File: src/rtl/xtal_clk_supervisor_pkg.sv
// Shared definitions for the crystal oscillator supervisor: state encoding
// and default timing constants.
package xtal_clk_supervisor_pkg;

    localparam logic [1:0] ST_OFF     = 2'd0;
    localparam logic [1:0] ST_STARTUP = 2'd1;
    localparam logic [1:0] ST_RUNNING = 2'd2;
    localparam logic [1:0] ST_FAULT   = 2'd3;

    typedef enum logic [1:0] {
        S_OFF     = ST_OFF,
        S_STARTUP = ST_STARTUP,
        S_RUNNING = ST_RUNNING,
        S_FAULT   = ST_FAULT
    } xcs_state_e;

    localparam int DEF_STARTUP_EDGES = 1024;
    localparam int DEF_GAP_TIMEOUT   = 64;
    localparam int DEF_START_TIMEOUT = 65535;
    localparam int DEF_CNT_W         = 16;

endpackage

File: src/rtl/xtal_clk_supervisor_edge_sync.sv
// Brings the raw oscillator clock into the reference domain and emits a
// one-cycle pulse per rising edge of the synchronized value.
module xclk_edge_sync
    import xtal_clk_supervisor_pkg::*;
(
    input  logic clk_i,
    input  logic rst_i,
    input  logic xclk_i,
    output logic pulse_o
);

    logic sync1_q;
    logic sync2_q;
    logic prev_q;

    always_ff @(posedge clk_i or posedge rst_i) begin
        if (rst_i) begin
            sync1_q <= 1'b0;
            sync2_q <= 1'b0;
            prev_q  <= 1'b0;
        end else begin
            sync1_q <= xclk_i;
            sync2_q <= sync1_q;
            prev_q  <= sync2_q;
        end
    end

    // Only an exact 1-after-0 pattern fires; unknown values fall to the default.
    always_comb begin
        pulse_o = 1'b0;
        case ({sync2_q, prev_q})
            2'b10:   pulse_o = 1'b1;
            default: pulse_o = 1'b0;
        endcase
    end

endmodule

File: src/rtl/xtal_clk_supervisor.sv
// Crystal oscillator supervisor: enables the oscillator, counts startup edges,
// raises READY once stable and a sticky FAULT on startup timeout or clock loss.
module xtal_clk_supervisor
    import xtal_clk_supervisor_pkg::*;
#(
    parameter int STARTUP_EDGES = DEF_STARTUP_EDGES,
    parameter int GAP_TIMEOUT   = DEF_GAP_TIMEOUT,
    parameter int START_TIMEOUT = DEF_START_TIMEOUT,
    parameter int CNT_W         = DEF_CNT_W
) (
    input  logic             CLK,
    input  logic             RST,
    input  logic             ENABLE,
    input  logic             CLR_FAULT,
    input  logic             XCLK,
    output logic             XTAL_EN,
    output logic             READY,
    output logic             FAULT,
    output logic [CNT_W-1:0] EDGE_CNT
);

    localparam logic [CNT_W-1:0] EDGES_MAX = CNT_W'(STARTUP_EDGES);
    localparam logic [CNT_W-1:0] GAP_MAX   = CNT_W'(GAP_TIMEOUT);
    localparam logic [CNT_W-1:0] START_MAX = CNT_W'(START_TIMEOUT);

    function automatic logic [CNT_W-1:0] sat_inc(input logic [CNT_W-1:0] v,
                                                 input logic [CNT_W-1:0] lim);
        return (v >= lim) ? lim : v + CNT_W'(1);
    endfunction

    logic             edge_pulse;
    xcs_state_e       state_q, state_d;
    logic [CNT_W-1:0] edge_cnt_q, edge_cnt_d;
    logic [CNT_W-1:0] start_tmr_q, start_tmr_d;
    logic [CNT_W-1:0] gap_tmr_q, gap_tmr_d;
    logic             xtal_en_q, xtal_en_d;
    logic             ready_q, ready_d;
    logic             fault_q, fault_d;

    xclk_edge_sync u_edge_sync (
        .clk_i   (CLK),
        .rst_i   (RST),
        .xclk_i  (XCLK),
        .pulse_o (edge_pulse)
    );

    always_ff @(posedge CLK or posedge RST) begin
        if (RST) begin
            state_q     <= S_OFF;
            edge_cnt_q  <= '0;
            start_tmr_q <= '0;
            gap_tmr_q   <= '0;
            xtal_en_q   <= 1'b0;
            ready_q     <= 1'b0;
            fault_q     <= 1'b0;
        end else begin
            state_q     <= state_d;
            edge_cnt_q  <= edge_cnt_d;
            start_tmr_q <= start_tmr_d;
            gap_tmr_q   <= gap_tmr_d;
            xtal_en_q   <= xtal_en_d;
            ready_q     <= ready_d;
            fault_q     <= fault_d;
        end
    end

    always_comb begin
        state_d     = state_q;
        edge_cnt_d  = edge_cnt_q;
        start_tmr_d = start_tmr_q;
        gap_tmr_d   = gap_tmr_q;

        case (state_q)
            S_OFF: begin
                if (ENABLE) begin
                    state_d     = S_STARTUP;
                    edge_cnt_d  = '0;
                    start_tmr_d = '0;
                    gap_tmr_d   = '0;
                end
            end
            S_STARTUP: begin
                start_tmr_d = sat_inc(start_tmr_q, START_MAX);
                gap_tmr_d   = '0;
                if (edge_pulse) begin
                    edge_cnt_d = sat_inc(edge_cnt_q, EDGES_MAX);
                end
                // Disable beats everything; a completed edge count beats the timeout.
                if (!ENABLE) begin
                    state_d = S_OFF;
                end else if (edge_cnt_d >= EDGES_MAX) begin
                    state_d = S_RUNNING;
                end else if (start_tmr_d >= START_MAX) begin
                    state_d = S_FAULT;
                end
            end
            S_RUNNING: begin
                gap_tmr_d = edge_pulse ? '0 : sat_inc(gap_tmr_q, GAP_MAX);
                if (!ENABLE) begin
                    state_d = S_OFF;
                end else if (gap_tmr_d >= GAP_MAX) begin
                    state_d = S_FAULT;
                end
            end
            S_FAULT: begin
                if (CLR_FAULT) begin
                    state_d = S_OFF;
                end
            end
            default: state_d = S_OFF;
        endcase

        // Outputs follow the next state so they change on the same edge as the state.
        xtal_en_d = (state_d == S_STARTUP) || (state_d == S_RUNNING);
        ready_d   = (state_d == S_RUNNING);
        fault_d   = (state_d == S_FAULT);
    end

    assign XTAL_EN  = xtal_en_q;
    assign READY    = ready_q;
    assign FAULT    = fault_q;
    assign EDGE_CNT = edge_cnt_q;

endmodule

File: config.mk
export PLATFORM = sky130hd
export DESIGN_NAME = xtal_clk_supervisor
export DESIGN_NICKNAME = d
export VERILOG_FILES = /design/src/rtl/xtal_clk_supervisor_pkg.sv /design/src/rtl/xtal_clk_supervisor_edge_sync.sv /design/src/rtl/xtal_clk_supervisor.sv
export SDC_FILE = /design/constraint.sdc
export NUM_CORES = 1
export LEC_CHECK = 0
export CELL_PAD_IN_SITES_DETAIL_PLACEMENT = 1
export CELL_PAD_IN_SITES_GLOBAL_PLACEMENT = 1
export CORE_MARGIN = 5
export CORE_UTILIZATION = 40
export CTS_CLUSTER_SIZE = 16
export DETAILED_ROUTE_END_ITERATION = 10
export DONT_BUFFER_PORTS = 1
export PLACE_DENSITY_LB_ADDON = 0.1
export SLEW_MARGIN = 20
export SYNTH_ARGS = -nofsm -noshare
export SYNTH_HDL_FRONTEND = slang
export SYNTH_SLANG_ARGS = --single-unit
File: constraint.sdc
create_clock -name CLK -period 5.4 [get_ports CLK]
set_input_delay 0.81 -clock CLK [delete_from_list [all_inputs] [get_ports CLK]]
set_output_delay 0.81 -clock CLK [all_outputs]
set_load 0.02 [all_outputs]
==> run_summary.xml, run 1 <==
<?xml version="1.0" encoding="UTF-8"?>
<metrics>
  <group name="min_path">
    <metric name="hold_path_class" unit="">flip-flop to flip-flop</metric>
    <metric name="hold_end" unit="">u_edge_sync.sync2_q</metric>
    <metric name="hold_path_startpoint" unit="">u_edge_sync.sync1_q</metric>
    <metric name="hold_path_depth" unit="">0</metric>
  </group>
  <group name="critical_path">
    <metric name="worst_setup_path_start_kind" unit="">flip-flop</metric>
    <metric name="r2r_end" unit="">XTAL_EN</metric>
    <metric name="path_buf_inv" unit="">1</metric>
    <metric name="crit_start" unit="">EDGE_CNT[1]</metric>
    <metric name="crit_slowest_cell" unit="">sky130_fd_sc_hd__dfrtp_1</metric>
    <metric name="timing.critical_path.arrival" unit="ns">2.67</metric>
    <metric name="setup.worst_path.end_class" unit="">flip-flop</metric>
    <metric name="timing.rr.start" unit="">EDGE_CNT[1]</metric>
    <metric name="reg2reg_depth" unit="">9</metric>
    <metric name="maximum_fanout_along_the_worst_path" unit="">7</metric>
    <metric name="crit_path_cell_trace" unit="">ha_1 -&gt; nand3_2 -&gt; or3_1 -&gt; a21boi_1 -&gt; o211ai_1 -&gt; a31oi_2 -&gt; nand2_1 -&gt; ha_1 -&gt; inv_1</metric>
    <metric name="required" unit="ns">5.62</metric>
    <metric name="cp_slowest_stage_delay" unit="ns">0.55</metric>
    <metric name="critical_path.top_delay_family" unit="">simple AND/OR/NAND/NOR gates</metric>
    <metric name="critPathMostFrequentCell" unit="">sky130_fd_sc_hd__ha_1</metric>
    <metric name="worstSetupPathType" unit="">flip-flop to flip-flop</metric>
    <metric name="reg2reg_slack" unit="ns">2.95</metric>
  </group>
  <group name="detailed_routing">
    <metric name="detail_route.first_pass.iterations" unit="">4</metric>
    <metric name="remaining_routing_drc_violations" unit="">0</metric>
    <metric name="vias" unit="">2435</metric>
    <metric name="dr.first_iter.drc_count" unit="">56</metric>
    <metric name="wire_per_inst" unit="µm">17.5</metric>
    <metric name="wl" unit="mm">7.45</metric>
    <metric name="route.detailed.vias_per_inst" unit="">5.72</metric>
    <metric name="postRouteAntennaNets" unit="">0</metric>
  </group>
  <group name="final_layout">
    <metric name="area_delta_synth_final" unit="%">5.84</metric>
    <metric name="layout-drive-gt1-share" unit="">0.0826</metric>
    <metric name="finish.cell_count_without_fillers" unit="">426</metric>
    <metric name="num-nets-final" unit="">337</metric>
    <metric name="num_antenna_cells" unit="">0</metric>
  </group>
  <group name="placement">
    <metric name="placement.io_buffers" unit="">0</metric>
    <metric name="place.detailed.hpwl" unit="mm">5.30</metric>
    <metric name="finalWeightedCongestion" unit="">0.755</metric>
    <metric name="dp.cells" unit="">418</metric>
  </group>
  <group name="grt">
    <metric name="gr-usage-all-layers" unit="">0.165</metric>
    <metric name="wire_length_of_the_first_global_routing_pass" unit="mm">12.8</metric>
    <metric name="initial_antenna_violation_count" unit="">0</metric>
    <metric name="grt_pass1_vias" unit="">2472</metric>
    <metric name="grt-ovfl-total" unit="">0</metric>
    <metric name="grt_max_degree" unit="">57</metric>
  </group>
  <group name="cts">
    <metric name="htreeDepth" unit="">2</metric>
    <metric name="clockBufferDepth" unit="">2</metric>
    <metric name="clock_tree.root_cell" unit="">sky130_fd_sc_hd__clkbuf_8</metric>
    <metric name="cts.clk_slew.worst_paths" unit="ns">0.10</metric>
    <metric name="postCtsSetupRepairBufs" unit="">0</metric>
    <metric name="postCtsResizedCells" unit="">0</metric>
    <metric name="cts_buffers" unit="">5</metric>
    <metric name="clock_insertion_delay_worst_skew" unit="ns">0.32</metric>
    <metric name="tritoncts" unit="">built</metric>
    <metric name="cts.sinks" unit="">56</metric>
    <metric name="cts-hold-fix-buffers" unit="">0</metric>
  </group>
  <group name="die">
    <metric name="full_die_area" unit="µm²">9390</metric>
    <metric name="num_io_pins" unit="">24</metric>
    <metric name="core.rowCount" unit="">31</metric>
    <metric name="die_y" unit="µm">96.9</metric>
    <metric name="placeableCoreArea" unit="µm²">7290</metric>
    <metric name="initial_utilization" unit="">0.414</metric>
    <metric name="die_extent_in_x" unit="µm">96.9</metric>
  </group>
  <group name="sta">
    <metric name="timing.final.hold_violations" unit="">0</metric>
    <metric name="unrepaired_setup_endpoints_after_global_routing" unit="">false</metric>
    <metric name="hold_slack" unit="ns">0.358</metric>
    <metric name="setup_viol" unit="">0</metric>
    <metric name="layout_min_cycle_time" unit="ns">2.45</metric>
    <metric name="highest_clock_rate" unit="MHz">408</metric>
    <metric name="setup-tns-final" unit="ns">0</metric>
    <metric name="worst_slew_pin_slew" unit="ns">0.721</metric>
    <metric name="relSlewSlack" unit="">0.519</metric>
    <metric name="timing.clock.skew" unit="ns">0.0110</metric>
    <metric name="final.period_utilization" unit="">0.454</metric>
    <metric name="maxSlewViolCount" unit="">0</metric>
  </group>
  <group name="yosys">
    <metric name="async_reset_ff_frac" unit="">1.00</metric>
    <metric name="syn-instance-count" unit="">330</metric>
    <metric name="ys.flop_type" unit="">sky130_fd_sc_hd__dfrtp_1</metric>
    <metric name="mappedNetlistArea" unit="µm²">3020</metric>
    <metric name="share_of_the_synthesized_area_in_compound_gates_ao_oa_aoi_oai" unit="">0.184</metric>
    <metric name="synth-adder-area-share" unit="">0.0248</metric>
    <metric name="simple_gate_portion_of_the_synthesized_area" unit="">0.257</metric>
    <metric name="synth_xor_area_frac" unit="">0.0116</metric>
    <metric name="yosys_register_bits" unit="">56</metric>
    <metric name="synth.yosys.warnings" unit="">0</metric>
    <metric name="number_of_synthesized_flops_with_an_enable_pin" unit="">0</metric>
    <metric name="post_synth_num_cell_types" unit="">53</metric>
    <metric name="muxShareOfSynthArea" unit="">0.0153</metric>
    <metric name="main_combinational_cell_family_by_area_after_synthesis" unit="">simple AND/OR/NAND/NOR gates</metric>
    <metric name="avgSynthCellArea" unit="µm²">9.16</metric>
    <metric name="synth_sequential_area_ratio" unit="">0.464</metric>
    <metric name="syn-num-nets" unit="">341</metric>
  </group>
  <group name="run_status">
    <metric name="outcome" unit="">finished clean</metric>
  </group>
  <group name="power">
    <metric name="vdd_ir_drop_max" unit="V">0.000116</metric>
    <metric name="power-per-cell-area" unit="nW/µm²">232</metric>
    <metric name="power.static_leakage" unit="nW">1.34</metric>
  </group>
  <group name="flow_run">
    <metric name="max_cap_viol_count" unit="">0</metric>
  </group>
</metrics>
## placed cells by master, fill, tap and decap left out, types with 2 or more instances in the layout
cell                         synthesis  layout
sky130_fd_sc_hd__a22o_1              4       4
sky130_fd_sc_hd__o22ai_1             2       2
sky130_fd_sc_hd__nand2b_1            7       7
sky130_fd_sc_hd__and4_1              2       2
sky130_fd_sc_hd__o21ai_0            43      43
sky130_fd_sc_hd__xor2_1              2       2
sky130_fd_sc_hd__nor2_1             19      19
sky130_fd_sc_hd__inv_1              17      16
sky130_fd_sc_hd__clkinvlp_4          0       2
sky130_fd_sc_hd__a21oi_1            15      14
sky130_fd_sc_hd__dfrtp_1            56      56
sky130_fd_sc_hd__nand4b_1            2       2
sky130_fd_sc_hd__a31oi_1             3       3
sky130_fd_sc_hd__a21oi_2             1       2
sky130_fd_sc_hd__buf_4               2       3
sky130_fd_sc_hd__nand4_1             7       7
sky130_fd_sc_hd__mux2i_1             2       2
sky130_fd_sc_hd__nand3_2             2       2
sky130_fd_sc_hd__xnor2_1             2       2
sky130_fd_sc_hd__and2_1              6       6
sky130_fd_sc_hd__clkbuf_8            0       5
sky130_fd_sc_hd__and3_1              6       6
sky130_fd_sc_hd__nor3_2              3       3
sky130_fd_sc_hd__o211ai_1            3       3
sky130_fd_sc_hd__nand3_1            17      17
sky130_fd_sc_hd__o31ai_1             8       8
sky130_fd_sc_hd__nor4_1              8       8
sky130_fd_sc_hd__nor3_1              6       6
sky130_fd_sc_hd__ha_1                6       6
sky130_fd_sc_hd__nand2_1            29      29
sky130_fd_sc_hd__or3_1               4       4
sky130_fd_sc_hd__nor2b_1            14      14
## final cells by class
cell class,count,area (µm²)
Fill cell,873,4090
Multi-Input combinational cell,243,1490
Sequential cell,56,1400
Tap cell,99,124
Clock buffer,5,68.8
Inverter,17,63.8
Clock inverter,3,23.8
Timing Repair Buffer,3,22.5
## layer usage
layer	routed length [µm]	share of wire	track usage	up-vias
met1	3570	0.48	0.226	1215
met4	143	0.019	0.0551	0
met3	242	0.032	0.0388	13
li1	-	-	-	1178
met2	3500	0.47	0.257	29
met5	0	0	0	-
## cells in the mapped netlist, types with 7 or more instances
| master | n | area [µm²] |
|---|---|---|
| sky130_fd_sc_hd__a21oi_1 | 15 | 75.1 |
| sky130_fd_sc_hd__clkbuf_1 | 7 | 26.3 |
| sky130_fd_sc_hd__dfrtp_1 | 56 | 1400 |
| sky130_fd_sc_hd__inv_1 | 17 | 63.8 |
| sky130_fd_sc_hd__nand2_1 | 29 | 109 |
| sky130_fd_sc_hd__nand2b_1 | 7 | 43.8 |
| sky130_fd_sc_hd__nand3_1 | 17 | 85.1 |
| sky130_fd_sc_hd__nand4_1 | 7 | 43.8 |
| sky130_fd_sc_hd__nor2_1 | 19 | 71.3 |
| sky130_fd_sc_hd__nor2b_1 | 14 | 87.6 |
| sky130_fd_sc_hd__nor4_1 | 8 | 50.1 |
| sky130_fd_sc_hd__o21ai_0 | 43 | 215 |
| sky130_fd_sc_hd__o31ai_1 | 8 | 60.1 |
## logic make-up after synthesis
group           after synthesis
fa+ha+maj                     6
simple gates                138
mux                           4
compound gates               91
buf+inv                      31
xor+xnor                      4
flops                        56
## per-stage QoR
stage / total power [mW] / util / setup WS, ns / cell area [µm²]
2_1_floorplan: 0.490 / - / 3.19 / 3020
3_3_place_gp: 0.506 / 0.425 / 2.99 / 3100
3_5_place_dp: 0.507 / 0.425 / 2.97 / 3100
4_1_cts: 0.752 / 0.438 / 2.94 / 3190
5_1_grt: 0.780 / 0.439 / 2.77 / 3200
6_report: 0.741 / 0.439 / 2.95 / 3200
## state kept, by name (all words and copies together) (netlist names)
register / count
FAULT: 1
u_edge_sync.prev_q: 1
start_tmr_q: 16
gap_tmr_q: 16
READY: 1
XTAL_EN: 1
u_edge_sync.sync1_q: 1
u_edge_sync.sync2_q: 1
state_q: 2
EDGE_CNT: 16
## power breakdown
group	switching (mW)	internal (mW)
clock	0.150	0.0924
combinational	0.0404	0.0168
sequential	0.0139	0.428
## how the worst max path moves through the flow
stage               slack (ns)  endpoint  depth (start not counted)
floorplan                 3.19   XTAL_EN                          9
global placement          2.99   XTAL_EN                          8
detailed placement        2.97   XTAL_EN                          9
CTS                       2.94   XTAL_EN                          9
global route              2.77   XTAL_EN                          8
finish                    2.95   XTAL_EN                          9
Power figures use the tool's default switching activity.
==> run 2, diff against run 1 <==
clock period = 2.2 ns   (was 5.4 ns; I/O delays follow)
==> run 2 against run 1 <==
Net effect: clock skew fell by 0.0035 ns; first-iteration DRC count increased by 16%; worst hold slack got worse by 0.32 ns; critical path depth down 1; sequential power grew 140%; clock power grew to 2.8 times the previous value; combinational power grew to 3.3 times the previous value; sequential share of layout area decreased by 5.2 points; register-to-register slack got worse by 2.9 ns; via count up 6.9%; global-route usage grew 0.77 points; utilization rose by 5.9 points.
==> run_summary.xml, run 2 (synthesized netlist as in run 1, its figures left out) <==
<?xml version="1.0" encoding="UTF-8"?>
<metrics>
  <group name="run_status">
    <metric name="outcome" unit="">finished clean</metric>
  </group>
  <group name="detailed_routing">
    <metric name="postRouteAntennaNets" unit="">0</metric>
    <metric name="wire_per_inst" unit="µm">17.3</metric>
    <metric name="wl" unit="mm">8.10</metric>
    <metric name="remaining_routing_drc_violations" unit="">0</metric>
    <metric name="detail_route.first_pass.iterations" unit="">4</metric>
    <metric name="vias" unit="">2603</metric>
    <metric name="route.detailed.vias_per_inst" unit="">5.55</metric>
    <metric name="dr.first_iter.drc_count" unit="">65</metric>
  </group>
  <group name="power">
    <metric name="vdd_ir_drop_max" unit="V">0.000260</metric>
    <metric name="power-per-cell-area" unit="nW/µm²">537</metric>
    <metric name="switchingPower" unit="mW">0.493</metric>
    <metric name="power.static_leakage" unit="nW">1.62</metric>
    <metric name="power_report.internal_total" unit="mW">1.46</metric>
    <metric name="share_comb_of_total_power" unit="">0.096</metric>
    <metric name="seq_power_share" unit="">0.551</metric>
    <metric name="power.share.switching" unit="">0.253</metric>
    <metric name="power_frac_clock" unit="">0.352</metric>
  </group>
  <group name="grt">
    <metric name="grt-ovfl-total" unit="">0</metric>
    <metric name="gr-usage-all-layers" unit="">0.173</metric>
    <metric name="grt_pass1_vias" unit="">2697</metric>
    <metric name="grt_max_degree" unit="">57</metric>
    <metric name="initial_antenna_violation_count" unit="">0</metric>
    <metric name="wire_length_of_the_first_global_routing_pass" unit="mm">13.5</metric>
  </group>
  <group name="final_layout">
    <metric name="num-nets-final" unit="">380</metric>
    <metric name="layout-drive-gt1-share" unit="">0.216</metric>
    <metric name="mostFrequentLayoutCell" unit="">sky130_fd_sc_hd__dfrtp_1</metric>
    <metric name="commonest_non_fill_non_tap_cells_in_the_layout" unit="">sky130_fd_sc_hd__dfrtp_1 (55), sky130_fd_sc_hd__buf_4 (44), sky130_fd_sc_hd__o21ai_0 (42), sky130_fd_sc_hd__nand2_1 (29)</metric>
    <metric name="area_delta_synth_final" unit="%">20.1</metric>
    <metric name="fin_util" unit="">0.498</metric>
    <metric name="num_antenna_cells" unit="">0</metric>
  </group>
  <group name="critical_path">
    <metric name="worst_setup_path_start_kind" unit="">flip-flop</metric>
    <metric name="crit_path_cell_trace" unit="">and2_1 -&gt; o31ai_1 -&gt; a32oi_1 -&gt; nor4_4 -&gt; o211ai_2 -&gt; nand2_1 -&gt; ha_1 -&gt; inv_1</metric>
    <metric name="setup.worst_path.end_class" unit="">flip-flop</metric>
    <metric name="worstSetupPathType" unit="">flip-flop to flip-flop</metric>
    <metric name="required" unit="ns">2.46</metric>
    <metric name="crit_slowest_cell" unit="">sky130_fd_sc_hd__dfrtp_1</metric>
    <metric name="cp_slowest_stage_delay" unit="ns">0.46</metric>
    <metric name="reg2reg_slack" unit="ns">0.09</metric>
    <metric name="maximum_fanout_along_the_worst_path" unit="">6</metric>
    <metric name="timing.critical_path.arrival" unit="ns">2.36</metric>
  </group>
  <group name="cts">
    <metric name="htreeDepth" unit="">2</metric>
    <metric name="cts_buffers" unit="">5</metric>
    <metric name="clock_insertion_delay_worst_skew" unit="ns">0.31</metric>
    <metric name="cts.clk_slew.worst_paths" unit="ns">0.10</metric>
    <metric name="clock_tree.root_cell" unit="">sky130_fd_sc_hd__clkbuf_8</metric>
    <metric name="clockBufferDepth" unit="">2</metric>
    <metric name="cts.sinks" unit="">56</metric>
    <metric name="tritoncts" unit="">built</metric>
  </group>
  <group name="die">
    <metric name="num_io_pins" unit="">24</metric>
    <metric name="die_y" unit="µm">96.9</metric>
    <metric name="core.rowCount" unit="">31</metric>
    <metric name="placeableCoreArea" unit="µm²">7290</metric>
    <metric name="full_die_area" unit="µm²">9390</metric>
    <metric name="initial_utilization" unit="">0.414</metric>
    <metric name="die_extent_in_x" unit="µm">96.9</metric>
  </group>
  <group name="sta">
    <metric name="worst_slew_pin_slew" unit="ns">0.587</metric>
    <metric name="relSlewSlack" unit="">0.607</metric>
    <metric name="layout_setup_ws" unit="ns">0.0943</metric>
    <metric name="timing.clock.skew" unit="ns">0.00757</metric>
    <metric name="layout_min_cycle_time" unit="ns">2.11</metric>
    <metric name="maxSlewViolCount" unit="">0</metric>
    <metric name="timing.final.hold_violations" unit="">0</metric>
    <metric name="highest_clock_rate" unit="MHz">475</metric>
    <metric name="final.period_utilization" unit="">0.957</metric>
    <metric name="setup_viol" unit="">0</metric>
  </group>
  <group name="placement">
    <metric name="place.detailed.hpwl" unit="mm">5.99</metric>
    <metric name="finalWeightedCongestion" unit="">0.853</metric>
    <metric name="placement.io_buffers" unit="">0</metric>
    <metric name="dp_worst_setup_slack" unit="ns">0.00826</metric>
  </group>
  <group name="min_path">
    <metric name="hold_path_class" unit="">input port to flip-flop</metric>
  </group>
  <group name="flow_run">
    <metric name="max_cap_viol_count" unit="">0</metric>
  </group>
</metrics>
run 2: changes by cell type in the layout (fill, tap and decap cells not counted), sizes merged:
cell         previous run  this run
clkinvlp                2         1
buf                     3        45
dlygate4sd3             0         1
bufinv                  0         1
run 2: critical path: cells and delay by family, from the launching register on:
kind                     cells  cell delay, ns
buffers and inverters        1            0.05
adder cells (fa/ha/maj)      1            0.22
AND/OR/NAND/NOR              3            0.68
AO/OA/AOI/OAI                3            0.65
flip-flops                   1            0.46
run 2: power groups by stage:
stage	combinational, mW	sequential (mW)	clock (mW)
after floorplan	0.106	1.10	0
after global placement	0.176	1.09	0
after detailed placement	0.182	1.09	0
after CTS	0.184	1.07	0.709
after global routing	0.214	1.08	0.759
final	0.188	1.08	0.688
run 2: worst paths after layout:
| check | startpoint | end | cells after the start |
|---|---|---|---|
| max | start_tmr_q[0] | XTAL_EN | 8 |
| min | XCLK | u_edge_sync.sync1_q | 0 |
| max in group asynchronous | RST | EDGE_CNT[1] | 3 |
| min reg2reg | u_edge_sync.sync1_q | u_edge_sync.sync2_q | 0 |
| min in group asynchronous | RST | start_tmr_q[11] | 3 |
| max reg2reg | start_tmr_q[0] | XTAL_EN | 8 |
run 2: timing repair:
| item | 4_1_cts | 5_1_grt |
|---|---|---|
| endpoints found under the hold margin | 56 | 0 |
| pin swaps | 0 | 5 |
| setup buffers | 0 | 3 |
| resized for setup | 1 | 14 |
| setup endpoints to repair | 1 | 3 |
| gates cloned | 0 | 0 |
| hold buffers | 1 | 0 |
run 2: final cells by class:
class / instances / area (µm²)
Inverter: 17 / 63.8
Clock buffer: 5 / 68.8
Sequential cell: 56 / 1400
Clock inverter: 3 / 42.5
Multi-Input combinational cell: 243 / 1570
Tap cell: 99 / 124
Fill cell: 879 / 3660
Timing Repair Buffer: 46 / 360
run 2: layer usage:
layer | vias to the layer above | GRT usage | share of wire
met2 | 28 | 0.291 | 0.49
met1 | 1309 | 0.232 | 0.47
met5 | - | 0 | 0
met3 | 4 | 0.0273 | 0.028
met4 | 0 | 0.0421 | 0.0080
li1 | 1262 | - | -
run 2: per-stage QoR:
step	power, mW	hold slack [ns]	setup TNS, ns	instance area [µm²]	cells
3_5_place_dp	1.27	0.300	0	3410	457
5_1_grt	2.05	0.0104	-0.0327	3630	469
6_report	1.95	0.0395	0	3630	469
3_3_place_gp	1.27	0.300	0	3410	457
4_1_cts	1.97	0.0285	0	3540	466
2_1_floorplan	1.20	0.331	0	3020	330
==> run 3, diff against run 2 <==
CAP_MARGIN = 20   (was not set)
==> results of run 3 <==
Same layout as run 2: the final DEF is identical, and so are final timing and power.
